$ cat src/rtl/pwm_capture.sv
// rtl/pwm_capture.sv - PWM receiver: measures high time and rise-to-rise period,
// recovers the compare code, flags lock and a stuck-low/stuck-high line.
module pwm_capture #(
  parameter int CTR_LEN = 6,
  parameter int CNT_W   = 16,
  parameter int TIMEOUT = 128
) (
  input  logic               clk_i,
  input  logic               reset_ni,
  input  logic               enable_i,
  input  logic               pwm_in_i,
  output logic [CNT_W-1:0]   high_cnt_o,
  output logic [CNT_W-1:0]   period_cnt_o,
  output logic [CTR_LEN-1:0] compare_out_o,
  output logic               valid_o,
  output logic               locked_o,
  output logic               stuck_low_o,
  output logic               stuck_high_o
);

  localparam logic [CNT_W-1:0] TimeoutC  = CNT_W'(TIMEOUT);
  localparam logic [CNT_W-1:0] NominalC  = CNT_W'(2 ** CTR_LEN);
  localparam logic [CNT_W-1:0] CodeMaxC  = CNT_W'((2 ** CTR_LEN) - 1);
  localparam logic [CNT_W-1:0] OneC      = CNT_W'(1);

  typedef enum logic [1:0] {IDLE, ARM, MEASURE} state_t;

  state_t               state_q, state_d;
  logic                 s1_q, s2_q, s3_q;
  logic [CNT_W-1:0]     period_ctr_q, period_ctr_d;
  logic [CNT_W-1:0]     high_ctr_q, high_ctr_d;
  logic                 fall_seen_q, fall_seen_d;
  logic                 timed_out_q, timed_out_d;
  logic [CNT_W-1:0]     high_cnt_q, high_cnt_d;
  logic [CNT_W-1:0]     period_cnt_q, period_cnt_d;
  logic [CTR_LEN-1:0]   compare_q, compare_d;
  logic                 valid_q, valid_d;
  logic                 locked_q, locked_d;
  logic                 stuck_low_q, stuck_low_d;
  logic                 stuck_high_q, stuck_high_d;

  logic rise, fall, timeout_hit;

  assign rise = s2_q & ~s3_q;
  assign fall = ~s2_q & s3_q;
  // timed_out_q keeps a held-at-TIMEOUT counter from re-triggering while the line stays stuck
  assign timeout_hit = (period_ctr_q == TimeoutC) && !timed_out_q;

  always_comb begin
    state_d      = state_q;
    period_ctr_d = period_ctr_q;
    high_ctr_d   = high_ctr_q;
    fall_seen_d  = fall_seen_q;
    timed_out_d  = timed_out_q;
    high_cnt_d   = high_cnt_q;
    period_cnt_d = period_cnt_q;
    compare_d    = compare_q;
    valid_d      = 1'b0;
    locked_d     = locked_q;
    stuck_low_d  = stuck_low_q;
    stuck_high_d = stuck_high_q;

    if (!enable_i) begin
      state_d      = IDLE;
      period_ctr_d = '0;
      high_ctr_d   = '0;
      fall_seen_d  = 1'b0;
      timed_out_d  = 1'b0;
      locked_d     = 1'b0;
    end else begin
      unique case (state_q)
        IDLE: begin
          state_d      = ARM;
          period_ctr_d = '0;
          high_ctr_d   = '0;
        end

        ARM: begin
          if (rise) begin
            state_d      = MEASURE;
            period_ctr_d = OneC;
            high_ctr_d   = OneC;
            fall_seen_d  = 1'b0;
            timed_out_d  = 1'b0;
            stuck_low_d  = 1'b0;
            stuck_high_d = 1'b0;
          end else if (timeout_hit) begin
            timed_out_d  = 1'b1;
            valid_d      = 1'b1;
            locked_d     = 1'b0;
            stuck_low_d  = ~s2_q;
            stuck_high_d = s2_q;
            compare_d    = s2_q ? '1 : '0;
          end else if (period_ctr_q != TimeoutC) begin
            period_ctr_d = period_ctr_q + OneC;
          end
        end

        MEASURE: begin
          if (rise) begin
            high_cnt_d   = high_ctr_q;
            period_cnt_d = period_ctr_q;
            compare_d    = (high_ctr_q > CodeMaxC) ? CodeMaxC[CTR_LEN-1:0]
                                                   : high_ctr_q[CTR_LEN-1:0];
            locked_d     = (period_ctr_q == NominalC);
            stuck_low_d  = 1'b0;
            stuck_high_d = 1'b0;
            valid_d      = 1'b1;
            period_ctr_d = OneC;
            high_ctr_d   = OneC;
            fall_seen_d  = 1'b0;
          end else if (timeout_hit) begin
            state_d      = ARM;
            timed_out_d  = 1'b1;
            valid_d      = 1'b1;
            locked_d     = 1'b0;
            stuck_low_d  = ~s2_q;
            stuck_high_d = s2_q;
            compare_d    = s2_q ? '1 : '0;
          end else begin
            period_ctr_d = period_ctr_q + OneC;
            if (fall) begin
              fall_seen_d = 1'b1;
            end else if (s2_q && !fall_seen_q) begin
              high_ctr_d = high_ctr_q + OneC;
            end
          end
        end

        default: state_d = IDLE;
      endcase
    end
  end

  always_ff @(posedge clk_i or negedge reset_ni) begin
    if (!reset_ni) begin
      state_q      <= IDLE;
      s1_q         <= 1'b0;
      s2_q         <= 1'b0;
      s3_q         <= 1'b0;
      period_ctr_q <= '0;
      high_ctr_q   <= '0;
      fall_seen_q  <= 1'b0;
      timed_out_q  <= 1'b0;
      high_cnt_q   <= '0;
      period_cnt_q <= '0;
      compare_q    <= '0;
      valid_q      <= 1'b0;
      locked_q     <= 1'b0;
      stuck_low_q  <= 1'b0;
      stuck_high_q <= 1'b0;
    end else begin
      state_q      <= state_d;
      s1_q         <= pwm_in_i;
      s2_q         <= s1_q;
      s3_q         <= s2_q;
      period_ctr_q <= period_ctr_d;
      high_ctr_q   <= high_ctr_d;
      fall_seen_q  <= fall_seen_d;
      timed_out_q  <= timed_out_d;
      high_cnt_q   <= high_cnt_d;
      period_cnt_q <= period_cnt_d;
      compare_q    <= compare_d;
      valid_q      <= valid_d;
      locked_q     <= locked_d;
      stuck_low_q  <= stuck_low_d;
      stuck_high_q <= stuck_high_d;
    end
  end

  assign high_cnt_o    = high_cnt_q;
  assign period_cnt_o  = period_cnt_q;
  assign compare_out_o = compare_q;
  assign valid_o       = valid_q;
  assign locked_o      = locked_q;
  assign stuck_low_o   = stuck_low_q;
  assign stuck_high_o  = stuck_high_q;

endmodule

$ cat config.mk
export PLATFORM = sky130hd
export DESIGN_NAME = pwm_capture
export DESIGN_NICKNAME = d
export VERILOG_FILES = /design/src/rtl/pwm_capture.sv
export SDC_FILE = /design/constraint.sdc
export NUM_CORES = 1
export LEC_CHECK = 0
export BUFFER_PORTS_ARGS = -buffer_cell sky130_fd_sc_hd__buf_2
export CORE_MARGIN = 4
export CORE_UTILIZATION = 45
export DETAILED_ROUTE_END_ITERATION = 10
export MAX_ROUTING_LAYER = met4
export PLACE_DENSITY = 0.67
export SYNTH_ARGS = -nofsm -noshare
export SYNTH_HDL_FRONTEND = slang
export SYNTH_SLANG_ARGS = --single-unit
$ cat constraint.sdc
create_clock -name clk_i -period 6.3 [get_ports clk_i]
set_clock_uncertainty 0.15 [all_clocks]
set_input_delay 1.89 -clock clk_i [delete_from_list [all_inputs] [get_ports clk_i]]
set_output_delay 1.89 -clock clk_i [all_outputs]
set_load 0.005 [all_outputs]
==> metrics.yaml <==
status:
  status: "finished clean"
drt:
  first_iter_violations: 175
  drc: 0
  antenna_left: 0
  wirelength_mm: 8.917
  vias: 3223
  dr.pass1.iters: 4
  viasPerCell: 5.839
  wire_per_inst_um: 16.15
sta:
  setup_viol: 0
  finalSetupTns_ns: 0
  clock.fmax_mhz: 259.3
  rsz0062_at_grt: "no"
  whs_ns: 0.2070
  period_share_pct: 61.23
  min_period_ns: 3.857
  timing.final.ws_setup_ns: 2.443
  slew_headroom_pct: 31.49
  drv_slew: 0
  hold_viol_final: 0
  worst_pin_slew_ns: 1.028
floorplan:
  initial_core_util_pct: 46.37
  core_mm2: 0.008763
  io_pins: 46
  dieHeight_um: 103.0
  chipWidth_um: 103.0
  dieArea_mm2: 0.01062
  rows: 34
clocking:
  cts_hold_buf: 0
  root_buffer: "clkbuf_8"
  clock_sinks: 81
  cts_buffers: 9
  clk_path_buf_depth: 2
  htree_levels: 3
  cts_setup_buffers: 0
  insertion_delay_ns: 0.35
  cts_resized: 0
  clk_pin_slew_ns: 0.08
  cts_tree: "built"
global_routing:
  grt_pass1_wl_mm: 15.20
  grt_overflow: 0
  grt_pass1_vias: 3013
  grt_max_degree: 82
  antenna_found_initial: 0
  grt_usage_pct: 18.49
place:
  dpl_worst_slack_ns: 2.086
  gp_congestion: 0.8721
  dp_cells: 536
  hpwl_mm: 6.118
  port_buffers: 45
  placed_area_mm2: 0.004323
setup_path:
  slowest_delay_ns: 0.79
  worst_ep_required_time_ns: 6.42
  crit_start: "enable_i"
  worstRegToRegCells: 5
  crit_chain: "buf_2 -> nand3_2 -> or4_4 -> o211ai_2 -> a21boi_1"
  critPathKind: "in -> reg"
  crit_arrival_ns: 3.97
  crit_fanout: 37
  worstSetupStartpointType: "primary input"
  end_kind: "register"
  rr_startpoint: "s2_q$_DFF_PN0_"
  critPathSlowestCell: "or4_4"
min_path:
  hold_depth: 0
  min_from: "s1_q$_DFF_PN0_"
  hold_class: "reg -> reg"
logic_synthesis:
  synth_nets: 417
  synth-seq-area-share_pct: 49.88
  synth_compound_area_share_pct: 17.61
  synthesis.area_mm2: 0.004064
  synth_fa_ha_area_share_pct: 2.155
  synth_simple_gate_area_share_pct: 18.84
  synth_cell_types: 59
  ys.warnings.count: 0
  syn_avg_cell_area_um2: 10.01
  ys_seq_elements: 81
  synth_top_family_by_area: "simple AND/OR/NAND/NOR gates"
  synth_ff_type: "dfrtp_1"
  syn_inst: 406
  synth_edf_count: 0
  synth_xor_area_share_pct: 0.2155
  synthArstFlopShare_pct: 100.0
  synthMuxAreaShare_pct: 8.005
power:
  finalPower_mw: 1.208
  power.leakage_nw: 2.095
  powerDensity_mw_per_mm2: 267.9
  ir_drop_mv: 0.1469
layout:
  fin_util_pct: 51.47
  fin_nets: 450
  final_cells: 552
  finalInstanceArea_mm2: 0.004511
  n_fill_cell: 831
  area_growth_syn_to_layout_pct: 10.99
  final_cell_mix: "dfrtp_1, o21ai_0, buf_2"
  drive_gt1_share_pct: 22.52
  antennaDiodeCount: 0
  final_common_cell: "dfrtp_1"
flow_run:
  cap_viol_max_count: 0
[cell families after synthesis]
kind of cell / after synthesis
fa+ha+maj: 7
simple gates: 140
xor+xnor: 1
flops: 81
compound gates: 117
buf+inv: 31
mux: 29
[cells in the mapped netlist (4+ instances only)]
master	number	area share, %
dfrtp_1	81	50
o21ai_0	56	6.9
nor2_1	35	3.2
nand2_1	29	2.7
mux2_2	28	7.8
nand3_1	16	2.0
a21oi_1	14	1.7
nand4_1	13	2.0
a31oi_1	12	1.8
clkbuf_1	12	1.1
o31ai_1	9	1.7
buf_2	8	0.99
inv_1	8	0.74
nor3_1	8	0.99
ha_1	7	2.2
o21a_1	5	0.92
and2_1	4	0.62
nand2b_1	4	0.62
nor4_1	4	0.62
[report_power, final]
| group | internal (mW) | switching, mW | leakage [nW] |
|---|---|---|---|
| Clock | 0.183 | 0.187 | 0.0933 |
| Combinational | 0.0928 | 0.185 | 0.901 |
| Sequential | 0.541 | 0.0194 | 1.10 |
[critical path, delay by kind of cell]
family          cells  cell delay (ns)
buf+inv             1             0.28
simple gates        2             1.54
compound gates      2             0.26
[layer usage]
metal | GRT usage, % | share of wire, %
met5 | - | 0
met4 | 6.275 | 1.3
met3 | 2.909 | 4.2
met2 | 26.10 | 44
met1 | 27.07 | 50
[final cells by class]
cell class | count | area [µm²] | share of cell area, %
multi-input combinational | 294 | 1903 | 42.19
inverter | 8 | 30.03 | 0.6657
sequential | 81 | 2027 | 44.94
clock inverter | 5 | 56.30 | 1.248
tap | 108 | 135.1 | 2.996
clock buffer | 11 | 131.4 | 2.913
timing repair buffer | 45 | 227.7 | 5.049
[state kept, by name, summed over array words and instances, names as in the netlist, 2 cells and up]
| signal | count |
|---|---|
| compare_out_o | 6 |
| high_cnt_o | 16 |
| high_ctr_q | 16 |
| period_cnt_o | 16 |
| period_ctr_q | 16 |
| state_q | 2 |
[final timing paths]
path | endpoint | slack (ns)
setup / recovery | locked_o$_DFFE_PN0P_ | 2.44
setup reg to reg | locked_o$_DFFE_PN0P_ | 2.93
hold reg to reg | s2_q$_DFF_PN0_ | 0.21
max in group asynchronous | period_ctr_q[13]$_DFFE_PN0P_ | 3.77
hold / removal | s2_q$_DFF_PN0_ | 0.21
min in group asynchronous | period_cnt_o[4]$_DFFE_PN0P_ | 1.54
(Power assumes the default switching activity.)
